===== src/rtl/sd_lane_arbiter_pkg.sv =====
// Shared types and constants for the HPS virtual-disk lane arbiter.
package sd_arb_pkg;
   localparam int CW = 2;
   localparam logic [23:0] TIMEOUT_DEFAULT = 24'd14_000_000;

   typedef enum logic [1:0] {
      IDLE  = 2'd0,
      ISSUE = 2'd1,
      XFER  = 2'd2
   } state_t;

   typedef enum logic {
      OP_RD = 1'b0,
      OP_WR = 1'b1
   } op_t;
endpackage


===== src/rtl/sd_lane_arbiter_rr_pick.sv =====
// Round-robin priority encoder: first pending index after 'last', wrapping modulo N.
module rr_pick
   import sd_arb_pkg::*;
#(
   parameter int N = 3
) (
   input  logic [N-1:0]  pend,
   input  logic [CW-1:0] last,
   output logic          valid,
   output logic [CW-1:0] idx
);

   logic [CW-1:0] cand;

   // Scan from farthest to nearest so the nearest pending client overwrites the rest.
   always_comb begin
      valid = 1'b0;
      idx   = '0;
      cand  = '0;
      for (int k = N; k >= 1; k--) begin
         cand = CW'((int'(last) + k) % N);
         if (pend[cand]) begin
            valid = 1'b1;
            idx   = cand;
         end else begin
            valid = valid;
            idx   = idx;
         end
      end
   end

endmodule


===== src/rtl/sd_lane_arbiter.sv =====
// Shares one hps_io sd_lba/sd_rd/sd_wr lane between N disk clients, granting round-robin
// and routing sd_ack/sd_buff_wr/sd_buff_din to and from the granted client.
module sd_lane_arbiter
   import sd_arb_pkg::*;
#(
   parameter int          N       = 3,
   parameter logic [23:0] TIMEOUT = TIMEOUT_DEFAULT
) (
   input  logic            clk_sys,
   input  logic            reset_n,
   input  logic [N-1:0]    cl_rd,
   input  logic [N-1:0]    cl_wr,
   input  logic [32*N-1:0] cl_lba,
   input  logic [8*N-1:0]  cl_buff_din,
   output logic [N-1:0]    cl_ack,
   output logic [N-1:0]    cl_buff_wr,
   output logic [N-1:0]    cl_done,
   output logic [N-1:0]    cl_err,
   output logic [31:0]     sd_lba,
   output logic            sd_rd,
   output logic            sd_wr,
   input  logic            sd_ack,
   input  logic            sd_buff_wr,
   output logic [7:0]      sd_buff_din,
   output logic            busy,
   output logic [CW-1:0]   cur
);

   state_t        state;
   op_t           op;
   logic [CW-1:0] last;
   logic          old_ack;
   logic [23:0]   tmr;

   logic [N-1:0]  pend;
   logic          pick_valid;
   logic [CW-1:0] pick_idx;
   logic [31:0]   lba_pick;
   logic          ack_rise;
   logic          ack_fall;

   assign pend     = cl_rd | cl_wr;
   assign ack_rise = sd_ack & ~old_ack;
   assign ack_fall = ~sd_ack & old_ack;

   // Request strobes exist only while in ISSUE, so they drop in the cycle the state leaves it.
   assign sd_rd = (state == ISSUE) && (op == OP_RD);
   assign sd_wr = (state == ISSUE) && (op == OP_WR);
   assign busy  = (state != IDLE);

   rr_pick #(.N(N)) u_rr_pick (
      .pend  (pend),
      .last  (last),
      .valid (pick_valid),
      .idx   (pick_idx)
   );

   // LBA of the client about to be granted.
   always_comb begin
      lba_pick = '0;
      for (int i = 0; i < N; i++) begin
         if (pick_idx == CW'(i)) begin
            lba_pick = cl_lba[32*i +: 32];
         end else begin
            lba_pick = lba_pick;
         end
      end
   end

   // Zero-latency routing of the transfer handshake to/from the granted client.
   always_comb begin
      cl_ack      = '0;
      cl_buff_wr  = '0;
      sd_buff_din = '0;
      if (state == XFER) begin
         cl_ack[cur]     = sd_ack;
         cl_buff_wr[cur] = sd_buff_wr & sd_ack;
         for (int i = 0; i < N; i++) begin
            if (cur == CW'(i)) begin
               sd_buff_din = cl_buff_din[8*i +: 8];
            end else begin
               sd_buff_din = sd_buff_din;
            end
         end
      end else begin
         cl_ack      = '0;
         cl_buff_wr  = '0;
         sd_buff_din = '0;
      end
   end

   // Arbitration FSM; last resets to N-1 so client 0 wins the first grant.
   always_ff @(posedge clk_sys or negedge reset_n) begin
      if (!reset_n) begin
         state   <= IDLE;
         op      <= OP_RD;
         cur     <= '0;
         last    <= CW'(N - 1);
         old_ack <= 1'b0;
         tmr     <= 24'd0;
         sd_lba  <= 32'd0;
         cl_done <= '0;
         cl_err  <= '0;
      end else begin
         old_ack <= sd_ack;
         cl_done <= '0;
         cl_err  <= '0;
         case (state)
            IDLE: begin
               // A pending cl_done blocks the grant, leaving an idle cycle between transfers.
               if (pick_valid && (cl_done == '0)) begin
                  cur    <= pick_idx;
                  sd_lba <= lba_pick;
                  op     <= cl_rd[pick_idx] ? OP_RD : OP_WR;
                  tmr    <= 24'd0;
                  state  <= ISSUE;
               end else begin
                  state <= IDLE;
               end
            end
            ISSUE: begin
               if (ack_rise) begin
                  state <= XFER;
               end else if (tmr == (TIMEOUT - 24'd1)) begin
                  cl_done[cur] <= 1'b1;
                  cl_err[cur]  <= 1'b1;
                  last         <= cur;
                  state        <= IDLE;
               end else begin
                  tmr <= tmr + 24'd1;
               end
            end
            XFER: begin
               if (ack_fall) begin
                  cl_done[cur] <= 1'b1;
                  last         <= cur;
                  state        <= IDLE;
               end else begin
                  state <= XFER;
               end
            end
            default: begin
               state <= IDLE;
            end
         endcase
      end
   end

endmodule


===== config.mk =====
export PLATFORM = sky130hd
export DESIGN_NAME = sd_lane_arbiter
export DESIGN_NICKNAME = d
export VERILOG_FILES = /design/src/rtl/sd_lane_arbiter_pkg.sv /design/src/rtl/sd_lane_arbiter_rr_pick.sv /design/src/rtl/sd_lane_arbiter.sv
export SDC_FILE = /design/constraint.sdc
export NUM_CORES = 1
export LEC_CHECK = 0
export BUFFER_PORTS_ARGS = -buffer_cell sky130_fd_sc_hd__buf_2
export CORE_ASPECT_RATIO = 2
export CORE_MARGIN = 2
export CORE_UTILIZATION = 50
export DETAILED_ROUTE_END_ITERATION = 12
export GPL_TIMING_DRIVEN = 0
export PLACE_DENSITY_LB_ADDON = 0.08
export REMOVE_ABC_BUFFERS = 1
export SLEW_MARGIN = 40
export SYNTH_ARGS = -nofsm -noshare
export SYNTH_HDL_FRONTEND = slang
export SYNTH_HIERARCHICAL = 1
export SYNTH_SLANG_ARGS = --single-unit

===== constraint.sdc =====
create_clock -name clk_sys -period 7.65 [get_ports clk_sys]
set_input_delay 1.1475 -clock clk_sys [delete_from_list [all_inputs] [get_ports clk_sys]]
set_output_delay 1.1475 -clock clk_sys [all_outputs]
set_load 0.03 [all_outputs]

======== Word level (Yosys, flattened, before mapping) ========
Index checks and enable logic that the tools add are counted.
word-level totals
  register bits ........................... 70
  logic and storage cells ................. 102
  input bits .............................. 130
  output and inout port bits .............. 57
operators by class
  equality and inequality tests ........... 13
  div/mod/pow operators ................... 3
  magnitude comparators ................... 6
  reduce and logical (&&, ||, !) cells .... 14
  add/sub/neg operators ................... 4
  mux-type cells .......................... 44
  bitwise operators ....................... 9
operators by type and width
  kind                                                                   count
  32-bit by 3-bit modulo with 32-bit output, second input constant       3
  32-bit 2-to-1 mux                                                      3
  24-bit 2-to-1 mux                                                      3
  24-bit case mux with 2 select lines                                    1
  8-bit 2-to-1 mux                                                       4
  24-bit by 1-bit adder with 24-bit output, second input constant        1
  24-bit equality test, second input constant                            1
  2-bit 2-to-1 mux                                                       9
  3-bit 2-to-1 mux                                                       6
  2-bit by 3-bit < comparator with 1-bit output, second input constant   5
  1-bit 2-to-1 mux                                                       10
  1-bit binary-select mux with 2-bit select                              4
  2-bit inequality test, second input constant                           4
  4-bit AND reduction                                                    2
  2-bit by 2-bit adder with 3-bit output, second input constant          2
  3-bit bitwise AND                                                      2
  2-bit by 1-bit equality test with 1-bit output, second input constant  3
  2-bit equality test, second input constant                             3
  2-bit logical NOT                                                      3
  2-bit case mux with 3 select lines                                     1
  3-bit case mux with 2 select lines                                     1
  2-bit nonzero test                                                     3
  1-bit logical AND                                                      4
  2-bit case mux with 2 select lines                                     1
  other kinds (10)                                                       14

======== Longest topological paths before layout ========
Gate-level depths: netlist of run 1.
  word-level depth ........................ 11
  mapped depth ............................ 13
  mapped depth without buffers ............ 11

======== Hierarchy ========
The synthesis of run 1 kept the hierarchy.
modules (own cells, without submodules)
  module           sequential area each (um^2)  cells each  instances  area an instance (um^2)
  sd_lane_arbiter  1752.9                       481         1          4286.6
  rr_pick          0.0                          36          1          245.2

======== Least setup slack after synthesis of run 1 ========
OpenSTA, ideal clock, no wires.
  path kind ............................... input-to-reg
  start point ............................. input cl_rd[2]
  end point ............................... register sd_lba[12]
  arrival time ............................ 2955 ps
  cell stages on the path ................. 11
  path slack .............................. 4559 ps
  cell sequence ........................... or2_2 > inv_1 > o21ai_0 > a211oi_1 > o21bai_1 > clkbuf_1 > buf_2 > mux2i_1 > nor2_1 > a21oi_1 > o21ai_0
on the way
  word-level cells in the longest chain between the ends .. 10
RTL lines
  item                                       RTL line                       RTL
  from (decl)                                sd_lane_arbiter.sv:11          input logic [N-1:0] cl_rd,
  3-bit OR (*)                               sd_lane_arbiter.sv:42          assign pend = cl_rd | cl_wr;
  1-bit binary-select mux with 2-bit select  sd_lane_arbiter_rr_pick.sv:22  if (pend[cand]) begin
  1-bit 2-to-1 mux (implied by the code)     sd_lane_arbiter_rr_pick.sv:22
  2-bit 2-to-1 mux (2 in series)             sd_lane_arbiter_rr_pick.sv:22
  2-bit 2-to-1 mux (*)                       sd_lane_arbiter_rr_pick.sv:22
  named net pick_idx[0]                      sd_lane_arbiter.sv:37          logic [CW-1:0] pick_idx;
  2-bit logical NOT                          sd_lane_arbiter.sv:62          if (pick_idx == CW'(i)) begin
  32-bit 2-to-1 mux (2 in series)            sd_lane_arbiter.sv:62
  32-bit 2-to-1 mux (*)                      sd_lane_arbiter.sv:62
  to (signal assigned)                       sd_lane_arbiter.sv:113         sd_lba <= lba_pick;
  to (decl)                                  sd_lane_arbiter.sv:19          output logic [31:0] sd_lba,
Mark *: on every way through the listed nets, which the timed path passes. The rest lies on a longest branch. The select of a mux whose other input is x is not followed.
A chain may end at the register's enable or synchronous reset.

======== Final worst setup path of run 1 ========
  start point ............................. input cl_rd[2]
  end point ............................... register tmr[14]
on the way
  word-level cells in the longest chain between the ends .. 9
RTL lines
  item                                       RTL line                       RTL
  3-bit OR (*)                               sd_lane_arbiter.sv:42
  named net pend[2]                          sd_lane_arbiter.sv:35          logic [N-1:0] pend;
  1-bit binary-select mux with 2-bit select  sd_lane_arbiter_rr_pick.sv:22
  1-bit 2-to-1 mux (implied by the code)     sd_lane_arbiter_rr_pick.sv:22
  1-bit 2-to-1 mux (2 in series)             sd_lane_arbiter_rr_pick.sv:22
  1-bit 2-to-1 mux (*)                       sd_lane_arbiter_rr_pick.sv:22
  named net pick_valid                       sd_lane_arbiter.sv:36          logic pick_valid;
  1-bit logical AND (*)                      sd_lane_arbiter.sv:111         if (pick_valid && (cl_done == '0)) begin
  2-bit inequality test (no line) (*)        -
  4-bit AND reduction (no line) (*)          -
  to (signal assigned)                       sd_lane_arbiter.sv:130         tmr <= tmr + 24'd1;
  to (decl)                                  sd_lane_arbiter.sv:33          logic [23:0] tmr;
Marked as above.

==> results of run 1 <==
-- per-layer routing --
metal / vias to the layer above / track usage / routed length (um)
met5: - / 0 / 0
met4: 0 / 0.107 / 322
met3: 28 / 0.0472 / 811
met2: 177 / 0.487 / 7110
met1: 2096 / 0.312 / 4850
li1: 2192 / - / -
-- tightest hold or removal path, stage by stage, from the launching register on --
cell and delay, ns:
dfrtp_1 0.33, nand2_1 0.04, o21ai_0 0.06
-- cells in the mapped netlist (3+ instances only) --
library cell,number,area (sq um)
dfrtp_1,69,1730
buf_2,8,40.0
a211oi_1,4,30.0
nand3b_1,5,37.5
or2_2,4,25.0
o22ai_1,5,31.3
nor2_1,42,158
inv_1,10,37.5
buf_1,3,11.3
and3_1,4,25.0
nor3_1,4,20.0
a31oi_1,11,68.8
nand2_1,62,233
o31ai_1,17,128
nand4_1,11,68.8
nand2b_1,7,43.8
a311oi_1,3,26.3
o21ai_1,4,20.0
and2_1,17,106
a21oi_1,36,180
nand3_1,12,60.1
mux2i_1,45,450
and4_1,5,43.8
ha_1,9,113
clkbuf_1,24,90.1
o21ai_0,46,230
nor2b_1,7,43.8
-- registers in the layout, summed over array words and instances (netlist names) --
name	count
sd_lba	32
tmr	24
cl_done	3
cl_err	3
cur	2
last	2
state	2
old_ack	1
op	1
-- logic make-up (layout without fill, tap and decap cells) --
| family | Yosys count | count (layout) | share of synthesized area |
|---|---|---|---|
| AOI/OAI and AO/OA | 146 | 146 | 0.206 |
| adders and majority gates | 9 | 9 | 0.0248 |
| buffers and inverters | 49 | 218 | 0.0480 |
| DFF | 70 | 70 | 0.387 |
| muxes | 49 | 49 | 0.111 |
| and+or+nand+nor | 194 | 194 | 0.223 |
-- stage by stage --
step	utilization	worst slack, ns	hold WS (ns)
global route	0.658	3.78	0.491
floorplan	-	1.86	0.444
CTS	0.658	4.07	0.478
detailed placement	0.629	3.74	0.465
global placement	0.609	0.0800	0.460
finish	0.658	4.05	0.472
-- final timing paths --
path                            startpoint         end  slack (ns)  depth (start not counted)
min in group asynchronous          reset_n   sd_lba[4]        0.67                          1
worst max register to register     last[1]     tmr[14]        4.19                         10
worst min register to register  sd_lba[10]  sd_lba[10]        0.47                          2
worst min-delay path            sd_lba[10]  sd_lba[10]        0.47                          2
max in group asynchronous          reset_n     last[1]        6.43                          2
worst max-delay path              cl_rd[2]     tmr[14]        4.05                         11
-- power by group through the flow --
stage	clock network [mW]	logic [mW]	registers [mW]
6_report	0.365	1.45	0.577
5_1_grt	0.391	1.59	0.596
4_1_cts	0.375	1.46	0.577
3_5_place_dp	0	1.46	0.583
3_3_place_gp	0	1.36	0.578
2_1_floorplan	0	0.831	0.733
-- layout by cell type, fill, tap and decap left out, types with 3 or more instances in the layout --
| cell | instances |
|---|---|
| mux2i_1 | 45 |
| nor3_1 | 4 |
| nand3_1 | 12 |
| inv_1 | 10 |
| ha_1 | 9 |
| and2_1 | 17 |
| nand2_1 | 61 |
| o31ai_1 | 17 |
| a31oi_1 | 11 |
| clkbuf_16 | 9 |
| o21ai_0 | 46 |
| buf_8 | 3 |
| dfrtp_1 | 68 |
| nor2_1 | 42 |
| a21oi_1 | 36 |
| and3_1 | 4 |
| nand4_1 | 11 |
| nand2b_1 | 7 |
| a311oi_1 | 3 |
| or2_2 | 4 |
| o21ai_1 | 4 |
| buf_2 | 185 |
| and4_1 | 5 |
| o22ai_1 | 4 |
| a211oi_1 | 4 |
| nand3b_1 | 5 |
| clkbuf_1 | 3 |
| nor2b_1 | 6 |
-- layout make-up --
type / instances / area, sq um / area share
sequential: 70 / 1750 / 0.300
timing repair buffer: 193 / 1070 / 0.183
tap: 102 / 128 / 0.0218
clock inverter: 2 / 10.0 / 0.00171
inverter: 10 / 37.5 / 0.00642
clock buffer: 13 / 250 / 0.0428
multi-input combinational: 398 / 2600 / 0.445
==> results.tsv, run 1 <==
stage	metric	value	unit
clock_network	post-CTS setup buffer count	0	
outcome	status	finished clean	
floorplan	Starting Density	0.510	
placed_design	IO buf count	186	
sta	Tcrit/Tclk final	0.471	
placed_design	Final Wtd Congestion	0.922	
clock_network	Num CTS Buffers	9	
clock_network	Worst-Skew Late Latency	0.32	ns
pwr	Power Total	2.39	mW
clock_network	CTS max path bufs	2	
worst_setup_path	Critical Path AT	3.82	ns
final_layout	Layout Nets	821	
clock_network	hold_buf cts	0	
synth	dominant synthesized flop cell	dfrtp_1	
route	DR iter-0 viols	235	
global_routing	GRT Total Usage	0.272	
worst_setup_path	Max FO, Critical Path	22	
synth	sequential share of the synthesized area	0.387	
sta	f_max	278	MHz
floorplan	top-level I/O count	187	
final_layout	layout filler cell count	783	
global_routing	pin count of the biggest net entering global routing	67	
route	DR vias	4493	
worst_setup_path	CP Capture Type	flop	
pwr	clock share of power	0.152	
worst_setup_path	crit-path max cell delay	0.59	ns
global_routing	vias in the first global route	4495	
clock_network	CTS tree	done	
final_layout	Synth-to-Final Area Change	29.1	%
route	drt wl/cell	16.6	um
sta	Fin. Hold Viols	0	
clock_network	CTS Sinks	70	
sta	RSZ-0062 raised after global routing	no	
min_path	Worst Hold Class	reg2reg	
pwr	Leak	2.85	nW
route	final WL	13.1	mm
sta	endpoints failing setup	0	
synth	Async S/R FF share, synth	1.00	
worst_setup_path	cell family with most CP delay	simple AND/OR/NAND/NOR gates	
pwr	Sw Share	0.485	
pwr	Gate power share	0.606	
global_routing	overflow left after global routing	0	
final_layout	number of diodes	0	
placed_design	placed inst area	5590	sq um
route	routed vias/inst	5.70	
sta	Worst Skew	0.00456	ns
placed_design	dpl hpwl	10.1	mm
global_routing	antenna violations before repair	0	
final_layout	Layout Cells excl Fill	788	
floorplan	Core Box Area	8890	sq um
worst_setup_path	Critical Path, Cell by Cell	buf_2, or2_2, nand3b_1, o21ai_0, a21oi_1, o21ai_0, nor4b_1, nand2_4, nand2_1, nand2_2, o41ai_1	
placed_design	Inst Count DP	773	
clock_network	root buffer cell	clkbuf_16	
final_layout	Final Cell Area	5850	sq um
worst_setup_path	critical path's slowest cell	nand2_1	
route	Post-DRT Antenna Nets	0	
floorplan	die extent in x	71.3	um
synth	Yosys warnings	6	
sta	max-slew violation count	0	
sta	final worst path period need	3.60	ns
worst_setup_path	Critical Path RT	7.87	ns
synth	Syn Area/Cell	8.77	sq um
global_routing	first-pass GRT wire length	21.6	mm
clock_network	clock transition at the registers of the reported paths	0.05	ns
floorplan	# rows	49	
route	Post-route DRC	0	
synth	FF+latch count, synth	70	
worst_setup_path	startpoint types	primary input	
run	max-cap violations	0	
final_layout	share of cells above drive strength 1	0.337	
worst_setup_path	critical path's most frequent cell	o21ai_0	
synth	Yosys cell types	61	
clock_network	post_cts resized	0	
pwr	share of power burned in registers	0.241	
sta	worst slew pin tran	0.778	ns
pwr	P per Cell Area	409	nW/um^2
sta	TNS Setup	0	ns
floorplan	Die Y	139	um
worst_setup_path	WP buf/inv	1	
worst_setup_path	crit path kind	in2reg	
route	TritonRoute pass-1 iters	4	
sta	Slew HR	0.480	
synth	Synth Cell Area	4530	sq um
pwr	internal power	1.23	mW
synth	Post-synth EDFFs	0	
clock_network	CTS H-tree depth	3	
pwr	Max VDD drop	0.249	mV
floorplan	Die Area	9890	sq um
synth	post-synthesis cell count	517	
pwr	sw power	1.16	mW
Note: power is estimated with default switching activity, not from simulation.
==> inputs of run 2 (changes only) <==
--- a/config.mk
+++ b/config.mk
@@ -5,10 +5,11 @@
 export SDC_FILE = /design/constraint.sdc
 export NUM_CORES = 1
 export LEC_CHECK = 0
+export ABC_AREA = 1
 export BUFFER_PORTS_ARGS = -buffer_cell sky130_fd_sc_hd__buf_2
 export CORE_ASPECT_RATIO = 2
 export CORE_MARGIN = 2
-export CORE_UTILIZATION = 50
+export CORE_UTILIZATION = 49
 export DETAILED_ROUTE_END_ITERATION = 12
 export GPL_TIMING_DRIVEN = 0
 export PLACE_DENSITY_LB_ADDON = 0.08
==> constraint.sdc (replaced) <==
create_clock -name clk_sys -period 3.55 [get_ports clk_sys]
set_input_delay 0.5325 -clock clk_sys [delete_from_list [all_inputs] [get_ports clk_sys]]
set_output_delay 0.5325 -clock clk_sys [all_outputs]
set_load 0.03 [all_outputs]
==> run 2 against run 1 <==
Power grew 110%; synthesized area shrank 0.33%; sequential power grew 110%; final area shrank 0.86%; largest cell class unchanged.
==> results.tsv, run 2 <==
stage	metric	value	unit	change
min_path	Worst Hold Class	in2async		
clock_network	Num CTS Buffers	9		unchanged
synth	Synth Cell Area	4520	sq um	-0.33%
route	DR iter-0 viols	288		+23%
sta	Fin. Hold Viols	0		unchanged
final_layout	Largest regs	sd_lba (32), tmr (24)		
floorplan	die extent in x	71.9	um	+0.80%
final_layout	share of cells above drive strength 1	0.275		-0.0615
worst_setup_path	critical path's slowest cell	dfrtp_1		
global_routing	pin count of the biggest net entering global routing	67		unchanged
synth	Yosys top cell by area	dfrtp_1		
placed_design	IO buf count	186		unchanged
worst_setup_path	Critical Path, Cell by Cell	inv_1, ha_1, inv_1, nor2_1, inv_1, nor3_1, buf_2		
worst_setup_path	Critical Path RT	3.02	ns	-4.85 ns
synth	Synth top area share	0.382		+0.00127
sta	RSZ-0062 raised after global routing	no		
final_layout	most frequent cells in the layout	265 x nand2_1, 185 x buf_2, 79 x nor2_1		
clock_network	CTS max path bufs	2		unchanged
synth	leading post-synthesis cells by cell area	dfrtp_1 38%, nand2_1 22%, nor2_1 6.6%, a41oi_1 6.2%, inv_1 5.6%		
sta	max-slew violation count	0		unchanged
worst_setup_path	startpoint types	flop		
pwr	Max VDD drop	1.00	mV	+300%
floorplan	# rows	49		unchanged
clock_network	Worst-Skew Late Latency	0.34	ns	+0.02 ns
global_routing	first-pass GRT wire length	22.7	mm	+5.2%
worst_setup_path	r2r startpoint	last[1]		
pwr	P per Cell Area	872	nW/um^2	+110%
final_layout	layout filler cell count	798		+1.9%
synth	post-synthesis cell count	661		+28%
synth	dominant synthesized flop cell	dfrtp_1		
final_layout	Layout Nets	977		+19%
sta	Fin Hold WS	0.0339	ns	-0.438 ns
synth	sequential share of the synthesized area	0.388		+0.00129
synth	FF+latch count, synth	70		unchanged
route	final WL	13.6	mm	+3.9%
synth	Yosys warnings	6		unchanged
final_layout	number of diodes	0		unchanged
synth	Async S/R FF share, synth	1.00		unchanged
sta	TNS Setup	0	ns	unchanged
final_layout	Synth-to-Final Area Change	28.4	%	
pwr	Leak	2.98	nW	+4.7%
sta	final worst slack	0.815	ns	-3.23 ns
worst_setup_path	crit path kind	reg2out		
route	drt wl/cell	14.4	um	-13%
worst_setup_path	crit-path max cell delay	0.40	ns	-0.19 ns
synth	Post-synth EDFFs	0		unchanged
worst_setup_path	Crit. Startpoint	state[0]		
placed_design	dpl hpwl	10.5	mm	+3.9%
worst_setup_path	critical path's most frequent cell	inv_1		
clock_network	clock transition at the registers of the reported paths	0.06	ns	about the same
placed_design	Final Wtd Congestion	0.955		+3.7%
route	Post-DRT Antenna Nets	0		unchanged
global_routing	vias in the first global route	4993		+11%
sta	endpoints failing setup	0		unchanged
placed_design	Setup WS pre-CTS	0.845	ns	-2.90 ns
route	Post-route DRC	0		unchanged
run	max-cap violations	0		unchanged
floorplan	Core Box Area	8950	sq um	+0.69%
synth	synth cell count leaders	265 x nand2_1, 80 x nor2_1, 69 x dfrtp_1, 67 x inv_1, 41 x nand3_1		
clock_network	hold_buf cts	0		unchanged
synth	most common cell in the synthesized netlist	nand2_1		
final_layout	max FFs per register	32		unchanged
floorplan	Die Area	10000	sq um	+1.6%
route	DR vias	4986		+11%
outcome	status	finished clean		
route	routed vias/inst	5.28		-7.5%
clock_network	CTS tree	done		
floorplan	Die Y	140	um	+0.83%
final_layout	most common cell after layout, fill and taps aside	nand2_1		
sta	worst slew pin tran	0.688	ns	-0.0904 ns
clock_network	CTS Sinks	70		unchanged
worst_setup_path	CP Capture Type	primary output		
sta	final worst path period need	2.74	ns	
floorplan	Starting Density	0.505		-0.00517
clock_network	post-CTS setup buffer count	0		unchanged
sta	Slew HR	0.542		+0.0613
sta	f_max	366	MHz	
floorplan	top-level I/O count	187		unchanged
route	TritonRoute pass-1 iters	5		+1
global_routing	antenna violations before repair	0		unchanged
clock_network	CTS H-tree depth	3		unchanged
sta	Worst Skew	0.00626	ns	+0.00170 ns
clock_network	root buffer cell	clkbuf_16		
final_layout	Reg with most FFs	sd_lba		
pwr	Power Total	5.06	mW	+110%
sta	Tcrit/Tclk final	0.770		
synth	Yosys cell types	33		-46%
worst_setup_path	Max FO, Critical Path	8		-64%
global_routing	GRT Total Usage	0.283		+0.0117
worst_setup_path	Critical Path AT	2.20	ns	-1.62 ns
clock_network	post_cts resized	0		unchanged
global_routing	overflow left after global routing	0		unchanged
synth	Syn Area/Cell	6.83	sq um	-22%
[run 2: worst paths after layout]
check	endpoint	slack, ns	cells after the start
max	cl_buff_wr[1]	0.81	7
min	tmr[19]	0.03	1
max reg2reg	sd_lba[4]	0.92	11
min reg2reg	last[1]	0.50	2
max in group asynchronous	last[1]	2.94	2
min in group clk_sys	old_ack	0.34	1
[run 2: worst max-delay path, delay by kind of cell, from the launching register on]
family,cells,cell delay [ns]
and+or+nand+nor,2,0.53
buffers and inverters,4,0.61
adders and majority gates,1,0.33
DFF,1,0.40
[run 2: logic make-up after synthesis]
group,count (synthesis),synth area share
buffers and inverters,91,0.0853
adders and majority gates,9,0.0249
xor gates and xnor gates,6,0.0116
and+or+nand+nor,418,0.382
DFF,70,0.388
AOI/OAI and AO/OA,67,0.108
[run 2: metal layers]
layer	global-route usage	vias to the layer above	wire length, um
met4	0.154	0	648
li1	-	2477	-
met2	0.498	183	7320
met3	0.0507	44	657
met1	0.314	2282	4980
met5	0	-	0
[run 2: per-stage QoR]
stage	util	std cells	cell area (sq um)
global placement	0.609	927	5450
detailed placement	0.615	929	5510
CTS	0.648	945	5800
floorplan	-	639	4390
finish	0.648	945	5800
global route	0.648	945	5800
[run 2: where the power goes]
| group | total, mW | switching, mW | leakage [nW] | internal, mW |
|---|---|---|---|---|
| combinational | 2.95 | 2.09 | 1.97 | 0.861 |
| clock | 0.883 | 0.342 | 0.134 | 0.541 |
| sequential | 1.22 | 0.153 | 0.883 | 1.07 |
| total | 5.06 | 2.58 | 2.98 | 2.47 |
[run 2: layout make-up]
| type | instances | area, sq um | area share |
|---|---|---|---|
| Multi-Input combinational cell | 500 | 2390 | 0.411 |
| Sequential cell | 70 | 1750 | 0.302 |
| Inverter | 69 | 262 | 0.0451 |
| Clock inverter | 6 | 62.6 | 0.0108 |
| Timing Repair Buffer | 188 | 980 | 0.169 |
| Tap cell | 102 | 128 | 0.0220 |
| Clock buffer | 10 | 229 | 0.0395 |
==> inputs of run 3 (changes only) <==
==> constraint.sdc (replaced) <==
create_clock -name clk_sys -period 2.6 [get_ports clk_sys]
set_input_delay 0.39 -clock clk_sys [delete_from_list [all_inputs] [get_ports clk_sys]]
set_output_delay 0.39 -clock clk_sys [all_outputs]
set_load 0.03 [all_outputs]
==> run 3 against run 2 <==
Power rose by 45%; first-iteration DRC count shrank 2.8%; highest routed layer unchanged; combinational power grew 51%; die area unchanged; sequential power rose by 37%; setup slack got worse by 0.66 ns; sequential share of layout area is 0.78 points lower; routed wire length increased by 3.4%; global-route usage about the same.
==> results.tsv, run 3 (synthesized netlist as in run 2, its figures left out) <==
stage	metric	value	unit	change
sta	max-slew violation count	0		unchanged
worst_setup_path	Critical Path RT	2.80	ns	-0.22 ns
floorplan	Die Y	140	um	unchanged
worst_setup_path	crit path kind	reg2reg		
sta	f_max	409	MHz	
clock_network	CTS Sinks	70		unchanged
worst_setup_path	cell family with most CP delay	simple AND/OR/NAND/NOR gates		
sta	worst slew pin tran	0.694	ns	+0.00686 ns
route	TritonRoute pass-1 iters	5		unchanged
sta	Fin Hold WS	0.198	ns	+0.164 ns
placed_design	Setup WS pre-CTS	-0.0383	ns	-0.883 ns
sta	endpoints failing setup	0		unchanged
route	final WL	14.1	mm	+3.4%
outcome	status	finished clean		
final_layout	Layout Nets	982		+0.51%
min_path	Worst Hold Class	in2reg		
final_layout	Largest regs	sd_lba (32), tmr (24)		
floorplan	Starting Density	0.505		unchanged
sta	TNS Setup	0	ns	unchanged
final_layout	Layout Cells excl Fill	950		+0.53%
worst_setup_path	Critical Path, Cell by Cell	inv_1, ha_1, a21oi_2, nand2_1, nand2_1, nor2_2, nand4_1, nand4_4, a21boi_4, buf_12, nand2_8, nand2_1, o21ai_0		
placed_design	Final Wtd Congestion	0.955		unchanged
pwr	P per Cell Area	1230	nW/um^2	+42%
sta	Slew HR	0.537		-0.00457
global_routing	pin count of the biggest net entering global routing	67		unchanged
placed_design	IO buf count	186		unchanged
clock_network	Num CTS Buffers	9		unchanged
sta	Worst Skew	0.00405	ns	-0.00221 ns
worst_setup_path	crit-path max cell delay	0.56	ns	+0.16 ns
worst_setup_path	critical path's most frequent cell	nand2_1		
floorplan	Die Area	10000	sq um	unchanged
floorplan	# rows	49		unchanged
sta	Tcrit/Tclk final	0.939		
final_layout	max FFs per register	32		unchanged
global_routing	vias in the first global route	5007		+0.28%
worst_setup_path	startpoint types	flop		
final_layout	number of diodes	0		unchanged
placed_design	dpl hpwl	10.5	mm	unchanged
route	Post-DRT Antenna Nets	0		unchanged
placed_design	Inst Count DP	929		unchanged
global_routing	antenna violations before repair	0		unchanged
route	drt wl/cell	14.8	um	+2.8%
final_layout	Reg with most FFs	sd_lba		
route	DR iter-0 viols	280		-2.8%
sta	Fin. Hold Viols	0		unchanged
floorplan	top-level I/O count	187		unchanged
min_path	HP Start	sd_ack		
route	DR vias	5117		+2.6%
floorplan	die extent in x	71.9	um	unchanged
worst_setup_path	Max FO, Critical Path	18		+10
global_routing	overflow left after global routing	0		unchanged
pwr	Max VDD drop	1.34	mV	+34%
final_layout	most frequent cells in the layout	265 x nand2_1, 185 x buf_2, 77 x nor2_1		
clock_network	CTS max path bufs	2		unchanged
worst_setup_path	critical path's slowest cell	dfstp_2		
clock_network	clock transition at the registers of the reported paths	0.06	ns	about the same
sta	final worst slack	0.157	ns	-0.658 ns
clock_network	CTS tree	done		
worst_setup_path	r2r startpoint	last[1]		
pwr	Leak	3.04	nW	+1.8%
route	routed vias/inst	5.39		+2.1%
floorplan	Core Box Area	8950	sq um	unchanged
clock_network	root buffer cell	clkbuf_16		
run	max-cap violations	0		unchanged
worst_setup_path	Crit. Startpoint	last[1]		
sta	RSZ-0062 raised after global routing	no		
worst_setup_path	Critical Path AT	2.65	ns	+0.45 ns
worst_setup_path	WP buf/inv	2		-2
global_routing	first-pass GRT wire length	22.7	mm	+0.15%
clock_network	CTS H-tree depth	3		unchanged
clock_network	Worst-Skew Late Latency	0.34	ns	about the same
sta	final worst path period need	2.44	ns	
route	Post-route DRC	0		unchanged
final_layout	Synth-to-Final Area Change	31.8	%	
global_routing	GRT Total Usage	0.284		+0.000443
final_layout	share of cells above drive strength 1	0.285		+0.0102
worst_setup_path	CP Capture Type	flop		
final_layout	Layout Utilization	0.665		+0.0171
final_layout	most common cell after layout, fill and taps aside	nand2_1		
run 3: cell types whose count changed in the layout (fill, tap and decap cells not counted), moves of 2 or more:
cell / before / now
nor2_1: 79 / 77
buf_12: 0 / 2
nor2_2: 1 / 3
nand2_8: 0 / 2
run 3: power by group:
part           internal [mW]  switching (mW)
sequential              1.46           0.209
clock                  0.738           0.471
combinational           1.45            3.01
total                   3.65            3.69
run 3: worst paths after layout:
check,to,slack [ns],cells past startpoint
worst max-delay path,tmr[15],0.16,13
worst min-delay path,old_ack,0.20,1
worst max register to register,tmr[15],0.16,13
worst min register to register,last[1],0.50,2
max in group asynchronous,last[1],1.57,3
min in group asynchronous,tmr[19],0.47,2
run 3: layout make-up:
type                            count  area [sq um]
Fill cell                         779          3000
Multi-Input combinational cell    501          2450
Clock inverter                      6          62.6
Sequential cell                    70          1750
Tap cell                          102           128
Timing Repair Buffer              192          1040
Clock buffer                       10           229
Inverter                           69           295
run 3: repair_timing:
| action | CTS | global route |
|---|---|---|
| setup buffers | 0 | 3 |
| endpoints found under the hold margin | 19 | 0 |
| cloned | 0 | 1 |
| pin swaps | 0 | 4 |
| endpoints found under the setup margin | 32 | 60 |
| resized for setup | 3 | 15 |
| hold buffers | 1 | 0 |
run 3: routing by layer:
layer,track usage,share of wire,vias to the layer above
met5,0,0,-
met4,0.154,0.052,0
met3,0.0507,0.045,53
met2,0.499,0.54,196
met1,0.315,0.36,2386
li1,-,-,2482
run 3: per-stage QoR:
step,total power [mW],instance area (sq um)
2_1_floorplan,4.46,4390
3_3_place_gp,5.42,5450
3_5_place_dp,5.72,5510
4_1_cts,6.97,5820
5_1_grt,7.91,5950
6_report,7.34,5950
run 3: worst reg2reg max path: cells and delay by family (launching register included):
kind	cells	cell delay [ns]
simple gates	7	0.81
flops	1	0.56
fa+ha+maj	1	0.25
buf+inv	2	0.22
compound gates	3	0.47
